===== src/rtl/fp_add_arbiter.sv =====
// -----------------------------------------------------------------------------
// fp_add_arbiter
//
// Shares one external combinational float adder between two AXI4-Stream
// operand sources. A whole operand pair {A, B} is accepted from the winning
// requester, held in registers that drive the adder, and the sum is captured
// one cycle later. The sum is returned on a single AXI4-Stream master port,
// tagged with the ID of the requester that issued it. Per-requester grant
// counters are kept for debug visibility and wrap modulo 2^CNT_W.
//
// Build option:
//   FP_ARB_FIXED_PRIO_EN  defined   -> requester 0 always wins contention
//                         undefined -> round-robin on the last granted ID
//
// Ports:
//   axis_clk, axis_reset        clock, asynchronous active-low reset
//   s0_axis_valid/ready/data    requester 0 operand pair {A, B}
//   s1_axis_valid/ready/data    requester 1 operand pair {A, B}
//   add_a, add_b                registered operands to the adder
//   add_sum                     combinational sum from the adder
//   m_axis_valid/ready/data     registered result stream
//   m_axis_id                   requester that issued the result
//   gnt_cnt0, gnt_cnt1          accepted-pair counters per requester
// -----------------------------------------------------------------------------
module fp_add_arbiter #(
    parameter int DATA_W = 32,
    parameter int CNT_W  = 16
) (
    input  logic                axis_clk,
    input  logic                axis_reset,
    input  logic                s0_axis_valid,
    output logic                s0_axis_ready,
    input  logic [2*DATA_W-1:0] s0_axis_data,
    input  logic                s1_axis_valid,
    output logic                s1_axis_ready,
    input  logic [2*DATA_W-1:0] s1_axis_data,
    output logic [DATA_W-1:0]   add_a,
    output logic [DATA_W-1:0]   add_b,
    input  logic [DATA_W-1:0]   add_sum,
    output logic                m_axis_valid,
    input  logic                m_axis_ready,
    output logic [DATA_W-1:0]   m_axis_data,
    output logic                m_axis_id,
    output logic [CNT_W-1:0]    gnt_cnt0,
    output logic [CNT_W-1:0]    gnt_cnt1
);

    typedef enum logic [1:0] {
        IDLE = 2'd0,
        CALC = 2'd1,
        OUT  = 2'd2
    } state_t;

    localparam logic [CNT_W-1:0] CNT_ONE = {{(CNT_W-1){1'b0}}, 1'b1};

    state_t              state;
    logic [DATA_W-1:0]   opa_p0;
    logic [DATA_W-1:0]   opb_p0;
    logic                id_p0;
    logic [DATA_W-1:0]   sum_p1;
    logic                vld_p1;
    logic [CNT_W-1:0]    cnt0;
    logic [CNT_W-1:0]    cnt1;

    logic                pick1;
    logic                grant_en;
    logic                accept;
    logic [2*DATA_W-1:0] win_data;

    // Grant counters simply wrap; no saturation.
    function automatic logic [CNT_W-1:0] cnt_inc(input logic [CNT_W-1:0] c);
        return c + CNT_ONE;
    endfunction

`ifdef FP_ARB_FIXED_PRIO_EN
    // Requester 1 wins only when requester 0 is idle.
    assign pick1 = ~s0_axis_valid;
`else
    logic last_gnt;
    // Requester 1 wins when it is alone, or on contention if requester 0
    // was the last one granted.
    assign pick1 = s1_axis_valid & (~s0_axis_valid | ~last_gnt);
`endif

    // Readies are a function of state and the valids only, never of
    // m_axis_ready; they are forced low while reset is held.
    assign grant_en      = axis_reset & (state == IDLE) & (s0_axis_valid | s1_axis_valid);
    assign s0_axis_ready = grant_en & ~pick1;
    assign s1_axis_ready = grant_en &  pick1;
    assign accept        = s0_axis_ready | s1_axis_ready;
    assign win_data      = pick1 ? s1_axis_data : s0_axis_data;

    always_ff @(posedge axis_clk or negedge axis_reset) begin
        if (!axis_reset) begin
            state  <= IDLE;
            opa_p0 <= '0;
            opb_p0 <= '0;
            id_p0  <= 1'b0;
            sum_p1 <= '0;
            vld_p1 <= 1'b0;
            cnt0   <= '0;
            cnt1   <= '0;
`ifndef FP_ARB_FIXED_PRIO_EN
            last_gnt <= 1'b1;
`endif
        end else begin
            case (state)
                // Stage 0: accept a pair and present it to the adder
                IDLE: begin
                    if (accept) begin
                        opa_p0 <= win_data[2*DATA_W-1:DATA_W];
                        opb_p0 <= win_data[DATA_W-1:0];
                        id_p0  <= pick1;
                        if (pick1) begin
                            cnt1 <= cnt_inc(cnt1);
                        end else begin
                            cnt0 <= cnt_inc(cnt0);
                        end
`ifndef FP_ARB_FIXED_PRIO_EN
                        last_gnt <= pick1;
`endif
                        state <= CALC;
                    end
                end
                // Stage 1: adder has settled, capture the sum
                CALC: begin
                    sum_p1 <= add_sum;
                    vld_p1 <= 1'b1;
                    state  <= OUT;
                end
                OUT: begin
                    if (m_axis_ready) begin
                        vld_p1 <= 1'b0;
                        state  <= IDLE;
                    end
                end
                default: begin
                    vld_p1 <= 1'b0;
                    state  <= IDLE;
                end
            endcase
        end
    end

    assign add_a        = opa_p0;
    assign add_b        = opb_p0;
    assign m_axis_valid = vld_p1;
    assign m_axis_data  = sum_p1;
    assign m_axis_id    = id_p0;
    assign gnt_cnt0     = cnt0;
    assign gnt_cnt1     = cnt1;

endmodule


===== config.mk =====
export PLATFORM = sky130hd
export DESIGN_NAME = fp_add_arbiter
export DESIGN_NICKNAME = d
export VERILOG_FILES = /design/src/rtl/fp_add_arbiter.sv
export SDC_FILE = /design/constraint.sdc
export NUM_CORES = 1
export LEC_CHECK = 0
export ABC_AREA = 1
export ABC_CLOCK_PERIOD_IN_PS = 1600
export BUFFER_PORTS_ARGS = -buffer_cell sky130_fd_sc_hd__buf_2
export CAP_MARGIN = 0
export CORE_MARGIN = 5
export CORE_UTILIZATION = 46
export CTS_CLUSTER_DIAMETER = 100
export CTS_CLUSTER_SIZE = 40
export DETAILED_ROUTE_END_ITERATION = 10
export PLACE_DENSITY = 0.87
export SYNTH_ARGS = -nofsm -noshare
export SYNTH_HDL_FRONTEND = slang
export SYNTH_SLANG_ARGS = --single-unit

===== constraint.sdc =====
create_clock -name axis_clk -period 1.6 [get_ports axis_clk]
set_input_delay 0.08 -clock axis_clk [delete_from_list [all_inputs] [get_ports axis_clk]]
set_output_delay 0.08 -clock axis_clk [all_outputs]
set_load 0.03 [all_outputs]

==> results of run 1 <==
cell families (layout without fill, tap and decap cells):
kind of cell,count (synthesis),count (layout),share of synthesized area [%]
mux,32,32,6.190
other cells,0,3,0
buf+inv,48,529,4.277
flops,133,133,57.19
fa+ha+maj,2,2,0.4298
simple gates,409,409,28.99
xor+xnor,17,17,2.557
compound gates,4,4,0.3653
cells in the mapped netlist (5+ instances only):
cell type	instances	area (sq um)
sky130_fd_sc_hd__buf_2	16	80.08
sky130_fd_sc_hd__buf_6	6	67.56
sky130_fd_sc_hd__dfrtp_1	132	3303
sky130_fd_sc_hd__inv_1	22	82.58
sky130_fd_sc_hd__mux2_2	32	360.4
sky130_fd_sc_hd__nand2_1	284	1066
sky130_fd_sc_hd__nand3_1	77	385.4
sky130_fd_sc_hd__nand4_1	10	62.56
sky130_fd_sc_hd__nor2_1	26	97.59
sky130_fd_sc_hd__nor3_1	5	25.02
sky130_fd_sc_hd__xnor2_1	11	96.34
sky130_fd_sc_hd__xor2_1	6	52.55
through the flow:
stage	setup WS, ns	cells	TNS, ns
2_1_floorplan	0.1360	645	0
5_1_grt	-0.05673	1300	-0.4607
6_report	0.008332	1301	0
3_5_place_dp	0.07687	1098	0
4_1_cts	-0.002927	1297	-0.004989
3_3_place_gp	0.1284	1098	0
flip-flops by register name, indices dropped and copies added, names as in the netlist:
name,flops
add_a,32
add_b,32
gnt_cnt0,16
gnt_cnt1,16
last_gnt,1
m_axis_data,32
m_axis_id,1
m_axis_valid,1
state,2
how the worst max path moves through the flow:
stage | startpoint | endpoint | slack [ns] | depth (start not counted)
after CTS | last_gnt | s0_axis_ready | -0.003 | 6
after floorplan | gnt_cnt0[0] | gnt_cnt0[8] | 0.14 | 5
final | last_gnt | s1_axis_ready | 0.008 | 6
after global placement | last_gnt | gnt_cnt0[2] | 0.13 | 7
after global routing | last_gnt | s0_axis_ready | -0.06 | 6
after detailed placement | state[0] | add_a[26] | 0.08 | 6
metal layers:
layer | GRT usage, % | routed length, microns | part of all wire, % | vias up
li1 | - | - | - | 3003
met1 | 34.09 | 8230 | 34 | 3215
met2 | 53.32 | 11930 | 49 | 543
met3 | 10.05 | 2372 | 9.7 | 171
met4 | 23.37 | 1825 | 7.5 | 0
met5 | 0 | 0 | 0 | -
power groups by stage:
stage | Sequential (mW) | Combinational, mW | Clock [mW]
after global placement | 5.40 | 6.40 | 0
after CTS | 5.47 | 6.98 | 4.13
after floorplan | 8.07 | 1.66 | 0
after detailed placement | 5.49 | 6.55 | 0
final | 5.60 | 7.22 | 4.12
after global routing | 5.73 | 7.62 | 4.33
worst register-to-register path, cell delays in order (launching register included):
cell,delay (ns)
sky130_fd_sc_hd__dfstp_2,0.54
sky130_fd_sc_hd__nand2_2,0.06
sky130_fd_sc_hd__nand2_4,0.09
sky130_fd_sc_hd__inv_4,0.04
sky130_fd_sc_hd__nor2_4,0.12
sky130_fd_sc_hd__buf_4,0.17
sky130_fd_sc_hd__bufbuf_16,0.30
sky130_fd_sc_hd__nand2_1,0.09
sky130_fd_sc_hd__nand3_1,0.09
final cells by class:
cell class | instances | share of cell area, %
multi-input combinational | 464 | 22.94
tap | 172 | 2.170
antenna | 3 | 0.07568
clock inverter | 14 | 1.854
timing repair buffer | 475 | 34.11
sequential | 133 | 33.56
clock buffer | 18 | 4.427
inverter | 22 | 0.8577
timing repair:
action | 4_1_cts | 5_1_grt
gates resized for setup | 7 | 14
pin swaps | 2 | 3
hold buffers | 162 | 0
buffers inserted | 3 | 1
setup endpoints to repair | 2 | 76
hold endpoints to repair | 229 | 0
cloned | 2 | 0
==> results.py, run 1 <==
metrics = {
    "job": {
        "drv.max_cap_violation_count": 0,
    },
    "timing": {
        "finalSetupViolations": 0,
        "worst_slew_margin_rel_pct": 53.08,
        "fmax_mhz": 628.3,
        "final-hold-violation-count": 0,
        "worstMarginPinSlew_ns": 0.7038,
        "finalMaxSlewViolations": 0,
        "rsz_0062_raised_after_global_routing": "true",
        "period_needed_ns": 1.592,
        "final.period_utilization_pct": 99.48,
        "hold_slack_ns": 0.03675,
        "clock-skew-final_ns": 0.01309,
    },
    "critical_path": {
        "worst-path-max-fanout": 9,
        "cpMaxStageDelayCell": "sky130_fd_sc_hd__dfstp_2",
        "cp_cell_sequence": "nand2_2 > nand2_4 > buf_6 > nor2_4 > buf_6 > buf_6",
        "endpoint_kind": "output pin",
        "ff2ff_setup_slack_ns": 0.02,
        "worst_r2r_path_depth": 8,
        "worstReg2RegEnd": "add_a[28]",
        "arrival_ns": 1.51,
        "delay_of_the_slowest_cell_on_the_worst_path_ns": 0.54,
        "worst_path_most_repeated_cell": "sky130_fd_sc_hd__buf_6",
        "worst-path-buf-inv": 3,
        "critical_path.reg2reg.startpoint": "last_gnt",
        "cpLargestDelayFamily": "flip-flops",
        "startpoint_type_of_the_worst_setup_path": "register",
        "worstPathRequired_ns": 1.52,
        "criticalPathCategory": "reg2out",
    },
    "outcome": {
        "outcome": "finished clean",
    },
    "yosys": {
        "fraction_of_the_yosys_area_taken_by_sequential_cells_pct": 57.19,
        "synth_edf_count": 0,
        "synth_area_sq_mm": 0.005822,
        "synth_nets": 812,
        "synth-warning-count": 0,
        "synthesis.area_per_instance_sq_um": 9.026,
        "synth_cell_types": 22,
        "synth-seq-cells": 133,
        "synth_top_flop_cell": "sky130_fd_sc_hd__dfrtp_1",
        "share_of_flip_flops_with_an_asynchronous_set_or_reset_after_synthesis_pct": 100.0,
        "post_synth_inst_count": 645,
    },
    "die": {
        "placeableCoreArea_sq_mm": 0.01252,
        "overall_die_width_microns": 122.5,
        "die_height_microns": 122.5,
        "initial_core_util_pct": 46.51,
        "rows": 41,
        "fp.dieArea_sq_mm": 0.01501,
        "floorplan.io_pins": 297,
    },
    "cts": {
        "cts_max_level": 4,
        "cts.sink_count": 133,
        "tritoncts": "built",
        "tritoncts.num_buffers": 17,
        "clkTransAtPathRegs_ns": 0.06,
        "ctsRootBufferMaster": "sky130_fd_sc_hd__clkbuf_16",
        "clk_latency_ns": 0.42,
        "cts_buffer_depth": 2,
    },
    "global_routing": {
        "number_of_antenna_violations_at_the_first_check_in_global_routing": 2,
        "first_global_vias": 7071,
        "grt_overflow": 0,
        "pin_count_of_the_biggest_net_entering_global_routing": 129,
        "grt_first_pass_wirelength_mm": 36.61,
        "grt.total_usage_pct": 31.98,
    },
    "power": {
        "power.clock.fraction_pct": 24.3,
        "sw_frac_of_total_pct": 42.75,
        "logic_gate_share_of_total_power_pct": 42.6,
        "vdd_drop_max_mv": 0.8809,
        "power.density_cell_area_mw_per_mm2": 1709,
        "power_report.internal_total_mw": 9.704,
        "share_seq_of_total_power_pct": 33.1,
        "power_mw": 16.95,
        "net-switching-power_mw": 7.247,
        "cellLeakagePower_nw": 5.062,
    },
    "placed_design": {
        "half_perimeter_wire_length_of_the_detailed_placement_result_mm": 12.89,
        "port_buffers": 296,
        "globalplace.congestion": 0.8599,
        "detailed_place.area_sq_mm": 0.007518,
    },
    "detailed_routing": {
        "routed_wire_length_per_instance_microns": 18.72,
        "remaining_drc_errors": 0,
        "detail_route.wirelength_mm": 24.36,
        "first_pass_iters": 6,
        "avgViaCountPerCell": 5.328,
        "detail_route.iter0.violations": 776,
        "num_vias": 6932,
        "detail-route-antenna-nets": 0,
    },
    "finish": {
        "final_core_utilization_pct": 79.25,
        "layout.area.seq_sq_mm": 0.003329,
        "layout_cell_share_with_drive_strength_beyond_1_pct": 34.55,
        "nets": 1280,
        "design_area_sq_mm": 0.009920,
        "fill_cells": 716,
        "most_common_cell_after_layout_fill_and_taps_aside": "sky130_fd_sc_hd__buf_2",
        "multiInputGateArea_sq_mm": 0.002276,
        "layout.cells.most_common_list": "sky130_fd_sc_hd__buf_2, sky130_fd_sc_hd__nand2_1, sky130_fd_sc_hd__dlygate4sd3_1, sky130_fd_sc_hd__dfrtp_1, sky130_fd_sc_hd__nand3_1",
        "syn_to_final_growth_pct": 70.38,
    },
    "min_path": {
        "worstHoldPathType": "in2async",
    },
}
(Power assumes the default switching activity.)
==> inputs of run 2 (changes only) <==
--- a/config.mk
+++ b/config.mk
@@ -7,13 +7,14 @@
 export LEC_CHECK = 0
 export ABC_AREA = 1
 export ABC_CLOCK_PERIOD_IN_PS = 1600
-export BUFFER_PORTS_ARGS = -buffer_cell sky130_fd_sc_hd__buf_2
-export CAP_MARGIN = 0
+export BUFFER_PORTS_ARGS = -buffer_cell sky130_fd_sc_hd__buf_4
+export CAP_MARGIN = 10
 export CORE_MARGIN = 5
 export CORE_UTILIZATION = 46
 export CTS_CLUSTER_DIAMETER = 100
 export CTS_CLUSTER_SIZE = 40
 export DETAILED_ROUTE_END_ITERATION = 10
+export HOLD_SLACK_MARGIN = 0.05
 export PLACE_DENSITY = 0.87
 export SYNTH_ARGS = -nofsm -noshare
 export SYNTH_HDL_FRONTEND = slang
==> run 2 against run 1 <==
Via count is 0.59% higher; non-clock buffer count up 3; core utilization up 5.7 points; worst setup slack lost 0.0068 ns; highest routed layer unchanged; critical endpoint unchanged; die area is the same; sequential cell count stayed put; first-iteration DRC count increased by 4.4%; final area up 7.3%; cell count grew 0.31%; clock skew is 0.0026 ns lower; clock power is 12% lower.
==> results.py, run 2 (same netlist as run 1, synthesis figures left out) <==
metrics = {
    "cts": {
        "tritoncts.num_buffers": 17,
        "cts_buffer_depth": 2,
        "tritoncts": "built",
        "clkTransAtPathRegs_ns": 0.05,
        "ctsRootBufferMaster": "sky130_fd_sc_hd__clkbuf_16",
        "clk_latency_ns": 0.41,
        "cts.sink_count": 133,
        "cts_max_level": 4,
    },
    "critical_path": {
        "criticalPathCategory": "reg2out",
        "ff2ff_setup_slack_ns": 0.04,
        "critical_path.reg2reg.startpoint": "last_gnt",
        "arrival_ns": 1.52,
        "startpoint_type_of_the_worst_setup_path": "register",
        "endpoint_kind": "output pin",
        "worstPathRequired_ns": 1.52,
        "worstReg2RegEnd": "add_b[13]",
        "worst_r2r_path_depth": 8,
        "worst-path-max-fanout": 8,
    },
    "global_routing": {
        "met1_usage_pct": 35.91,
        "first_global_vias": 7414,
        "global_route.usage.met3_pct": 12.58,
        "grt.met2_usage_pct": 58.98,
        "grt_first_pass_wirelength_mm": 39.29,
        "grt.total_usage_pct": 34.59,
        "grt_overflow": 0,
        "pin_count_of_the_biggest_net_entering_global_routing": 132,
        "number_of_antenna_violations_at_the_first_check_in_global_routing": 0,
        "busiest_layer": "met2",
    },
    "timing": {
        "finalMaxSlewViolations": 0,
        "sum_neg_setup_slack_ns": 0,
        "worst_slew_margin_rel_pct": 49.19,
        "finalSetupViolations": 0,
        "final.period_utilization_pct": 99.90,
        "clock-skew-final_ns": 0.01046,
        "period_needed_ns": 1.598,
        "fmax_mhz": 625.6,
        "final-hold-violation-count": 0,
        "worstMarginPinSlew_ns": 0.7622,
        "postLayoutSetupSlackWorst_ns": 0.001554,
        "rsz_0062_raised_after_global_routing": "true",
    },
    "placed_design": {
        "placement.setup.worst_slack_ns": 0.04516,
        "half_perimeter_wire_length_of_the_detailed_placement_result_mm": 13.22,
        "globalplace.congestion": 0.8639,
        "port_buffers": 296,
    },
    "detailed_routing": {
        "detail_route.wirelength_mm": 26.16,
        "routed_wire_length_per_instance_microns": 20.04,
        "first_pass_iters": 6,
        "detail_route.iter0.violations": 810,
        "num_vias": 6973,
        "remaining_drc_errors": 0,
        "detail-route-antenna-nets": 0,
        "avgViaCountPerCell": 5.343,
    },
    "outcome": {
        "outcome": "finished clean",
    },
    "power": {
        "vdd_drop_max_mv": 0.8252,
        "net-switching-power_mw": 7.399,
        "power_report.internal_total_mw": 10.20,
        "power.density_cell_area_mw_per_mm2": 1654,
        "power_mw": 17.60,
        "sw_frac_of_total_pct": 42.05,
        "share_seq_of_total_power_pct": 32.5,
        "logic_gate_share_of_total_power_pct": 47.0,
        "power.clock.fraction_pct": 20.5,
        "cellLeakagePower_nw": 5.272,
    },
    "die": {
        "floorplan.io_pins": 297,
        "die_height_microns": 122.5,
        "initial_core_util_pct": 46.51,
        "fp.dieArea_sq_mm": 0.01501,
        "placeableCoreArea_sq_mm": 0.01252,
        "overall_die_width_microns": 122.5,
        "rows": 41,
    },
    "finish": {
        "layout.area.seq_sq_mm": 0.003329,
        "final_core_utilization_pct": 85.00,
        "most_common_cell_after_layout_fill_and_taps_aside": "sky130_fd_sc_hd__buf_4",
        "nets": 1283,
        "fill_cells": 632,
        "layout.cells.most_common_list": "sky130_fd_sc_hd__buf_4, sky130_fd_sc_hd__nand2_1, sky130_fd_sc_hd__dlygate4sd3_1, sky130_fd_sc_hd__dfrtp_1, sky130_fd_sc_hd__nand3_1",
        "syn_to_final_growth_pct": 82.74,
        "multiInputGateArea_sq_mm": 0.002306,
        "layout_cell_share_with_drive_strength_beyond_1_pct": 34.34,
    },
    "min_path": {
        "worstHoldPathType": "in2reg",
        "min_from": "s1_axis_valid",
        "min_delay_path_depth": 7,
        "hold_end": "add_b[15]",
    },
    "job": {
        "drv.max_cap_violation_count": 0,
    },
}
==> run 2: changes by cell type in the layout (fill, tap and decap cells not counted), moves of 2 or more <==
| cell | change |
|---|---|
| sky130_fd_sc_hd__clkinvlp_4 | -4 |
| sky130_fd_sc_hd__buf_8 | -2 |
| sky130_fd_sc_hd__buf_2 | -293 |
| sky130_fd_sc_hd__nand3_1 | -2 |
| sky130_fd_sc_hd__nor2_1 | -2 |
| sky130_fd_sc_hd__buf_4 | +295 |
| sky130_fd_sc_hd__diode_2 | +3 |
| sky130_fd_sc_hd__bufinv_16 | -2 |
| sky130_fd_sc_hd__clkbuf_1 | +7 |
==> run 2: timing repair <==
item	CTS	global route
buffers inserted	5	1
gates cloned	1	1
resized for setup	9	12
pin swaps	4	5
endpoints found under the setup margin	2	30
hold buffers	163	0
hold endpoints to repair	230	0
==> run 2: power by group through the flow <==
stage	clock, mW	sequential (mW)	combinational (mW)
4_1_cts	3.63	5.49	7.89
6_report	3.61	5.72	8.26
3_5_place_dp	0	5.51	7.44
5_1_grt	3.82	5.83	8.65
2_1_floorplan	0	8.07	1.66
3_3_place_gp	0	5.45	7.32
==> run 2: layout make-up <==
cell class	instances	share of cell area, %
Tap cell	172	2.023
Inverter	22	0.7997
Timing Repair Buffer	478	39.07
Antenna cell	6	0.1411
Sequential cell	133	31.29
Clock buffer	24	4.246
Clock inverter	6	0.7527
Multi-Input combinational cell	464	21.67
==> run 2: per-stage QoR <==
stage | hold WS [ns] | cell area, sq um | std cells
after global routing | 0.2687 | 10620 | 1299
after detailed placement | -0.1189 | 8269 | 1098
after CTS | 0.1752 | 10530 | 1297
after floorplan | -0.2156 | 5822 | 645
final | 0.2397 | 10640 | 1305
after global placement | -0.1191 | 8269 | 1098
==> run 2: metal layers <==
| layer | vias to the layer above | routed length [microns] | part of all wire (%) |
|---|---|---|---|
| li1 | 3014 | - | - |
| met1 | 3323 | 8825 | 34 |
| met2 | 477 | 13010 | 50 |
| met3 | 159 | 2570 | 9.8 |
| met4 | 0 | 1746 | 6.7 |
| met5 | - | 0 | 0 |
==> run 2: how the worst max path moves through the flow <==
stage | start | to | slack, ns | cells after the start
after floorplan | gnt_cnt0[0] | gnt_cnt0[8] | 0.14 | 5
after global placement | last_gnt | gnt_cnt0[8] | 0.10 | 7
after detailed placement | last_gnt | gnt_cnt0[8] | 0.05 | 7
after CTS | last_gnt | s0_axis_ready | 0.005 | 6
after global routing | last_gnt | s0_axis_ready | -0.05 | 6
final | last_gnt | s1_axis_ready | 0.002 | 6
==> run 2: critical path, cell delays in order (launching register included) <==
cell,delay [ns]
sky130_fd_sc_hd__dfstp_2,0.54
sky130_fd_sc_hd__nand2_2,0.07
sky130_fd_sc_hd__nand2_4,0.09
sky130_fd_sc_hd__buf_12,0.11
sky130_fd_sc_hd__nor2_4,0.04
sky130_fd_sc_hd__buf_6,0.13
sky130_fd_sc_hd__buf_6,0.13
